File: config.mk
export PLATFORM = sky130hd
export DESIGN_NAME = roll_history
export DESIGN_NICKNAME = d
export VERILOG_FILES = /design/src/rtl/roll_pkg.sv /design/src/rtl/history_ram.sv /design/src/rtl/roll_history.sv
export SDC_FILE = /design/constraint.sdc
export NUM_CORES = 1
export LEC_CHECK = 0
export ABC_AREA = 1
export BUFFER_PORTS_ARGS = -buffer_cell sky130_fd_sc_hd__buf_2
export CAP_MARGIN = 10
export CELL_PAD_IN_SITES_DETAIL_PLACEMENT = 1
export CELL_PAD_IN_SITES_GLOBAL_PLACEMENT = 1
export CORE_MARGIN = 2
export CORE_UTILIZATION = 50
export DETAILED_ROUTE_END_ITERATION = 6
export PLACE_DENSITY_LB_ADDON = 0.1
export SYNTH_ARGS = -nofsm -noshare
export SYNTH_HDL_FRONTEND = slang
export SYNTH_SLANG_ARGS = --single-unit
File: constraint.sdc
create_clock -name i_clk -period 4.22 [get_ports i_clk]
set_input_delay 0.844 -clock i_clk [delete_from_list [all_inputs] [get_ports i_clk]]
set_output_delay 0.844 -clock i_clk [all_outputs]
set_load 0.01 [all_outputs]
File: src/rtl/roll_pkg.sv
// Shared types and constants for the roll history block.
//   state_t   : browse FSM state (S_LIVE, S_BROWSE), 1-bit encoding
//   DW_DEF    : default roll result width
//   DEPTH_DEF : default number of stored results
//   ptr_w()   : pointer/offset width for a given DEPTH
//   cnt_w()   : entry-count width for a given DEPTH (must hold DEPTH itself)
package roll_pkg;

  typedef enum logic {
    S_LIVE   = 1'b0,
    S_BROWSE = 1'b1
  } state_t;

  localparam int DW_DEF    = 4;
  localparam int DEPTH_DEF = 8;

  function automatic int ptr_w(input int depth);
    return (depth > 1) ? $clog2(depth) : 1;
  endfunction

  function automatic int cnt_w(input int depth);
    return $clog2(depth + 1);
  endfunction

endpackage

File: src/rtl/history_ram.sv
// DEPTH x DW register file holding the roll history.
// One synchronous write port and one combinational read port. The storage
// has no reset; the owner masks it until an entry has been written.
//   clk   : system clock
//   we    : write enable
//   waddr : write address
//   wdata : write data
//   raddr : read address
//   rdata : read data (combinational)
module history_ram #(
  parameter int DEPTH = 8,
  parameter int DW    = 4,
  parameter int AW    = 3
) (
  input  logic          clk,
  input  logic          we,
  input  logic [AW-1:0] waddr,
  input  logic [DW-1:0] wdata,
  input  logic [AW-1:0] raddr,
  output logic [DW-1:0] rdata
);

  logic [DW-1:0] mem [DEPTH];

  always_ff @(posedge clk) begin
    if (we) mem[waddr] <= wdata;
  end

  assign rdata = mem[raddr];

endmodule

File: src/rtl/roll_history.sv
// Roll history: captures each settled roll into a ring buffer of the most
// recent DEPTH results and lets the user browse older entries with prev/next
// key pulses. The selected entry is presented to the seven-segment path.
//
// Optional feature macro: ROLL_HISTORY_CLEAR_EN adds i_clear, a synchronous
// one-cycle clear of the history (priority over valid and keys).
//
// Ports:
//   i_clk     : system clock
//   i_rst_n   : asynchronous active-low reset
//   i_valid   : one-cycle strobe, roll value on i_data
//   i_data    : roll result
//   i_prev    : one-cycle pulse, step to an older entry
//   i_next    : one-cycle pulse, step to a newer entry
//   i_clear   : (ROLL_HISTORY_CLEAR_EN only) synchronous clear
//   o_data    : displayed entry (registered)
//   o_index   : browse offset, 0 = newest (registered)
//   o_count   : number of valid entries, saturates at DEPTH (registered)
//   o_empty   : high when o_count is 0 (registered)
//   o_browse  : high while browsing older entries (registered)
//
// state    | meaning
// S_LIVE   | offset 0, display follows the newest entry
// S_BROWSE | offset >= 1, display holds an older entry
module roll_history
  import roll_pkg::*;
#(
  parameter int DEPTH = DEPTH_DEF,
  parameter int DW    = DW_DEF,
  localparam int AW   = ptr_w(DEPTH),
  localparam int CW   = cnt_w(DEPTH)
) (
  input  logic          i_clk,
  input  logic          i_rst_n,
  input  logic          i_valid,
  input  logic [DW-1:0] i_data,
  input  logic          i_prev,
  input  logic          i_next,
`ifdef ROLL_HISTORY_CLEAR_EN
  input  logic          i_clear,
`endif
  output logic [DW-1:0] o_data,
  output logic [AW-1:0] o_index,
  output logic [CW-1:0] o_count,
  output logic          o_empty,
  output logic          o_browse
);

  localparam logic [CW-1:0] DEPTH_C = CW'(DEPTH);
  localparam logic [AW-1:0] OFF_MAX = AW'(DEPTH - 1);

  state_t        state_q, state_d;
  logic [AW-1:0] wp_q, wp_d;
  logic [CW-1:0] cnt_q, cnt_d;
  logic [AW-1:0] off_q, off_d;
  logic [AW-1:0] off_a;
  logic          key_prev, key_next;
  logic [AW-1:0] raddr;
  logic [DW-1:0] rdata;

  history_ram #(
    .DEPTH (DEPTH),
    .DW    (DW),
    .AW    (AW)
  ) u_ram (
    .clk   (i_clk),
    .we    (i_valid),
    .waddr (wp_q),
    .wdata (i_data),
    .raddr (raddr),
    .rdata (rdata)
  );

  // Next state: the write and its offset shift are applied first, then the
  // key step works on the post-write offset and count.
  always_comb begin
    state_d  = state_q;
    wp_d     = wp_q;
    cnt_d    = cnt_q;
    off_a    = off_q;
    key_prev = i_prev & ~i_next;
    key_next = i_next & ~i_prev;

    if (i_valid) begin
      wp_d = wp_q + AW'(1);
      if (cnt_q != DEPTH_C) cnt_d = cnt_q + CW'(1);
      // Keep the viewed entry on screen; if it was just overwritten, fall
      // back to the oldest survivor.
      if (state_q == S_BROWSE && off_q != OFF_MAX) off_a = off_q + AW'(1);
    end

    if (state_q == S_LIVE) begin
      if (key_prev && cnt_d >= CW'(2)) begin
        state_d = S_BROWSE;
        off_a   = AW'(1);
      end
    end else begin
      if (key_prev) begin
        if (CW'(off_a) + CW'(1) < cnt_d) off_a = off_a + AW'(1);
      end else if (key_next) begin
        off_a = off_a - AW'(1);
        if (off_a == '0) state_d = S_LIVE;
      end
    end

    off_d = off_a;

`ifdef ROLL_HISTORY_CLEAR_EN
    if (i_clear) begin
      state_d = S_LIVE;
      wp_d    = '0;
      cnt_d   = '0;
      off_d   = '0;
    end
`endif
  end

  always_ff @(posedge i_clk or negedge i_rst_n) begin
    if (!i_rst_n) begin
      state_q <= S_LIVE;
      wp_q    <= '0;
      cnt_q   <= '0;
      off_q   <= '0;
    end else begin
      state_q <= state_d;
      wp_q    <= wp_d;
      cnt_q   <= cnt_d;
      off_q   <= off_d;
    end
  end

  // Power-of-two DEPTH makes the AW-bit subtraction wrap modulo DEPTH.
  assign raddr = wp_q - AW'(1) - off_q;

  always_ff @(posedge i_clk or negedge i_rst_n) begin
    if (!i_rst_n) begin
      o_data   <= '0;
      o_index  <= '0;
      o_count  <= '0;
      o_empty  <= 1'b1;
      o_browse <= 1'b0;
    end else begin
      o_data   <= (cnt_q == '0) ? '0 : rdata;
      o_index  <= off_q;
      o_count  <= cnt_q;
      o_empty  <= (cnt_q == '0);
      o_browse <= (state_q == S_BROWSE);
    end
  end

endmodule
* Yosys cells after proc, flatten, opt, wreduce, memory -nomap -nowiden *
Memories as Yosys holds them, arrays and structs flattened.
Cells that the tools add are included.

storage, ports and cells
  register bits after elaboration = 24
  RAM bits = 32
  input bits = 9
  memories = 1

operators by class
  add/sub/neg operators = 8
  $lt $le $gt $ge = 2
  eq/ne operators = 2
  mux-type cells = 17
  bitwise operators = 4
  reduce and logical (&&, ||, !) cells = 4

memories
  name       depth  bits a word  read ports  clocked after Yosys merged registers in  write ports  line               text
  u_ram.mem  8      4            1           0                                        1            history_ram.sv:23  logic [DW-1:0] mem [DEPTH];

operator list
  operator                                                                             number
  3-bit two-way mux                                                                    7
  4-bit two-way mux                                                                    3
  3-bit by 1-bit adder with 3-bit output, second input constant                        3
  1-bit two-way mux                                                                    7
  3-bit by 1-bit subtractor with 3-bit output, second input constant                   2
  3-bit by 1-bit adder with 4-bit output, second input constant                        1
  4-bit by 1-bit adder with 4-bit output, second input constant                        1
  4-bit by 2-bit greater-or-equal comparator with 1-bit output, second input constant  1
  4-bit logical NOT                                                                    1
  4-bit less-than comparator                                                           1
  4-bit inequality test, second input constant                                         1
  3-bit logical NOT                                                                    1
  3-bit inequality test, second input constant                                         1
  3-bit subtractor                                                                     1
  1-bit bitwise AND                                                                    2
  1-bit logical AND                                                                    2
  1-bit NOT                                                                            2

* Longest topological paths before layout *
  depth after elaboration = 10
  mapped depth = 19

* Hierarchy *
Synthesis repeated with hierarchy kept, for this count alone.

second synthesis, totals
  cell total of the unflattened synthesis = 298
  area total of the unflattened synthesis = 2793.9 um^2

modules (own cells, without submodules)
  module        times used  cells an instance  area an instance (um^2)
  history_ram   1           156                1487.7
  roll_history  1           142                1306.3

* Least setup slack after synthesis *
Ideal clock, no wire load.

  path type = input to register
  start point = input port i_valid
  end point = register off_q[1]
  setup time = 0.119 ns
  arrival = 2.790 ns
  required time = 4.101 ns
  slack = 1.311 ns
  cell stages on the path = 16
  buffers on the path = 1
  cells stage by stage = buf_6 > inv_6 > nor2_4 > nand2_2 > o21ai_0 > inv_1 > ha_1 > xnor2_1 > inv_1 > ha_1 > a21oi_1 > nand3_2 > nand2_1 > nor2_1 > nor2_1 > nor2_1

between the ends
  cells in the longest elaborated chain, start to end = 6
  elaborated cells between the ends (all ways) = 13

RTL lines
  element                                 line                 text
  start, declared                         roll_history.sv:35   input logic i_valid,
  3-bit two-way mux                       roll_history.sv:84   if (i_valid) begin
  3-bit by 1-bit adder with 4-bit output  roll_history.sv:99   if (CW'(off_a) + CW'(1) < cnt_d) off_a = off_a + AW'(1);
  4-bit less-than comparator              roll_history.sv:99
  3-bit two-way mux                       roll_history.sv:99
  3-bit two-way mux                       roll_history.sv:98   if (key_prev) begin
  3-bit two-way mux *                     roll_history.sv:92   if (state_q == S_LIVE) begin
  net off_a[1]                            roll_history.sv:56   logic [AW-1:0] off_a;
  end signal, assigned                    roll_history.sv:123  off_q <= '0;
  end signal, assigned                    roll_history.sv:128  off_q <= off_d;
  end, declared                           roll_history.sv:55   logic [AW-1:0] off_q, off_d;

Mark *: on every way through the listed nets, which the timed path passes. The rest lies on a longest branch.
A chain may end at the register's enable or synchronous reset.

* Final worst setup path *
  start point = register off_q[1]
  end point = register off_q[1]

between the ends
  cells in the longest elaborated chain, start to end = 9
  elaborated cells between the ends (all ways) = 14

RTL lines
  element                                                                                         line
  parallel branches: the longest is 3 deep, another holds 3-bit by 1-bit adder with 3-bit output  n/a
  3-bit two-way mux *                                                                             roll_history.sv:84
  3-bit by 1-bit adder with 4-bit output                                                          roll_history.sv:99
  4-bit less-than comparator                                                                      roll_history.sv:99
  3-bit two-way mux                                                                               roll_history.sv:99
  3-bit two-way mux                                                                               roll_history.sv:98
  3-bit two-way mux *                                                                             roll_history.sv:92
  net off_a[1]                                                                                    roll_history.sv:56

Mark *: on every way through the listed nets, which the timed path passes.

==> run metrics <==
WP data arrival 3.43 ns; IO Pins 22; Bufs on Longest Clock Path 2; Clock Tree Root clkbuf_8; headroom to the max-slew limit 0.592; Worst VDD drop 0.394 mV; initial antenna violation count 0; critical path's largest stage delay 0.48 ns; Leakage 1.21 nW; via count 1729; final hold vios 0; max cap viols 0; clk slew on worst S/H paths 0.10 ns; synthesis-to-finish area growth 10.6%; Initial Utilization 0.529; post-CTS resize count 0; CTS Hold Bufs 0; worst hold path type register to register; crit path max fanout 5; most frequent cells in the layout nor2_1 (38), edfxtp_1 (32), nand2_1 (30); ANT nets after route 0; setup TNS 0 ns; postcts setup bufs 0; latest clock arrival within the worst-skew pair 0.32 ns; status finished clean; Remaining Overflow, GRT 0; EDFF count, synth 32; layout cells sized above 1 0.163; FP Rows 25; WP data required 4.43 ns; critical path endpoint category register; # H-tree levels 2; Post-layout nets 279; Main synth FF type edfxtp_1; flops & latches, synth 56; GP Congestion 0.813; Setup violations, final 0; CTS tree yes; vias per cell 5.32; total wire length 5.44 mm; Avg Synthesized Cell Area 10.9 µm²; Slew @ Worst Pin 0.609 ns; first-pass GRT wire length 8.96 mm; IO buf count 21; final worst path period share 0.763; Gate Count Post-Synth 233; die height 75.4 µm; critical path type register to register; critical path's slowest cell o21ai_0; post-synth cell types 33; fin cells 325; Avg WL per Cell 16.7 µm; yosys warns 0; Placed Cells 317; Sink Count 56; number of global-route vias before repair 1782; Mapped Area 0.00255 mm²; Core Footprint 0.00482 mm²; drt initial violations 164; Power Density 844 mW/mm²; largest net degree at the start of global routing 25; Crit path top cell by count ha_1; die area 0.00568 mm²; CTS Buf Count 5; number of remaining DRC errors 0; fmax 311 MHz; Cell Chain, Critical Path ha_1, ha_1, nor2_4, nand2_2, o21ai_0, inv_1, ha_1, xnor2_1, inv_1, ha_1, a21oi_1, nand3_2, nand2_1, nor2_1, nor2_1, nor2_1; DPL Wire Length 4.05 mm; fillcell total 561; asr flop ratio synth 0.429; die width 75.4 µm; CP Launch Type register; Min Clock Period, post-route 3.22 ns; router iterations before antenna repair 4; RSZ-0062 raised after global routing no; GRT Overall Usage 0.219; Slew Viols, Final 0; leading cell type in the layout, fill and taps excluded nor2_1; register area share after synthesis 0.614; Clock Skew 0.0112 ns; syn nets 255; ant diodes 0
final timing paths:
path                                    start                   end  slack, ns  cells after the start
setup / recovery           off_q[1]$_DFF_PN0_    off_q[1]$_DFF_PN0_       1.00                     16
hold / removal             cnt_q[3]$_DFF_PN0_  o_count[3]$_DFF_PN0_       0.45                      0
setup reg to reg           off_q[1]$_DFF_PN0_    off_q[1]$_DFF_PN0_       1.00                     16
hold reg to reg            cnt_q[3]$_DFF_PN0_  o_count[3]$_DFF_PN0_       0.45                      0
max in group asynchronous             i_rst_n     o_empty$_DFF_PN1_       3.35                      1
min in group asynchronous             i_rst_n   o_data[2]$_DFF_PN0_       0.49                      1
cells in the mapped netlist (2+ instances only):
| cell | number | area (µm²) |
|---|---|---|
| nor2_1 | 38 | 143 |
| edfxtp_1 | 32 | 961 |
| nand2_1 | 30 | 113 |
| inv_1 | 25 | 93.8 |
| o21ai_0 | 25 | 125 |
| dfrtp_1 | 23 | 576 |
| ha_1 | 12 | 150 |
| nand3_1 | 6 | 30.0 |
| xor2_1 | 5 | 43.8 |
| nand2_2 | 4 | 25.0 |
| o22ai_1 | 4 | 25.0 |
| a21oi_1 | 3 | 15.0 |
| o221ai_1 | 3 | 26.3 |
| buf_6 | 2 | 22.5 |
| nand4_1 | 2 | 12.5 |
| xnor2_1 | 2 | 17.5 |
worst max-delay path, delay by kind of cell (launching register included):
family / cells / cell delay, ns
flops: 1 / 0.47
fa+ha+maj: 4 / 0.82
xor+xnor: 1 / 0.21
compound gates: 2 / 0.81
buf+inv: 2 / 0.16
simple gates: 7 / 0.63
state kept, by name (all words and copies together) (netlist names):
register	count
cnt_q	4
o_count	4
o_empty	1
u_ram.mem	32
o_data	4
wp_q	3
off_q	3
state_q	1
o_browse	1
o_index	3
report_power, final:
part | switching, mW | total [mW] | internal (mW)
Sequential | 0.102 | 0.833 | 0.731
Combinational | 0.777 | 1.19 | 0.410
Clock | 0.177 | 0.357 | 0.180
cell families after synthesis:
logic type	share of synthesized area
AND/OR/NAND/NOR	0.142
buffers and inverters	0.0540
adder cells (fa/ha/maj)	0.0668
flip-flops	0.614
XOR/XNOR	0.0241
AO/OA/AOI/OAI	0.0993
routing by layer:
metal / vias to the layer above / share of wire / track usage
li1: 825 / - / -
met1: 855 / 0.46 / 0.299
met2: 37 / 0.47 / 0.336
met3: 12 / 0.047 / 0.0542
met4: 0 / 0.018 / 0.0936
met5: - / 0 / 0
through the flow:
step | power (mW) | util | worst slack (ns) | cell area, µm² | hold WS [ns]
after floorplan | 1.66 | - | 1.31 | 2550 | 0.374
after global placement | 1.96 | 0.561 | 0.954 | 2700 | 0.425
after detailed placement | 2.04 | 0.561 | 0.786 | 2700 | 0.423
after CTS | 2.40 | 0.584 | 0.987 | 2820 | 0.449
after global routing | 2.60 | 0.584 | 0.771 | 2820 | 0.471
final | 2.38 | 0.584 | 1.00 | 2820 | 0.453
layout make-up:
cell class / count / area [µm²] / share of cell area
clock inverter: 2 / 38.8 / 0.0138
clock buffer: 6 / 72.6 / 0.0258
tap: 67 / 83.8 / 0.0298
sequential: 56 / 1560 / 0.555
inverter: 27 / 106 / 0.0378
timing repair buffer: 21 / 105 / 0.0373
multi-input combinational: 146 / 846 / 0.300
Note: power is estimated with default switching activity, not from simulation.
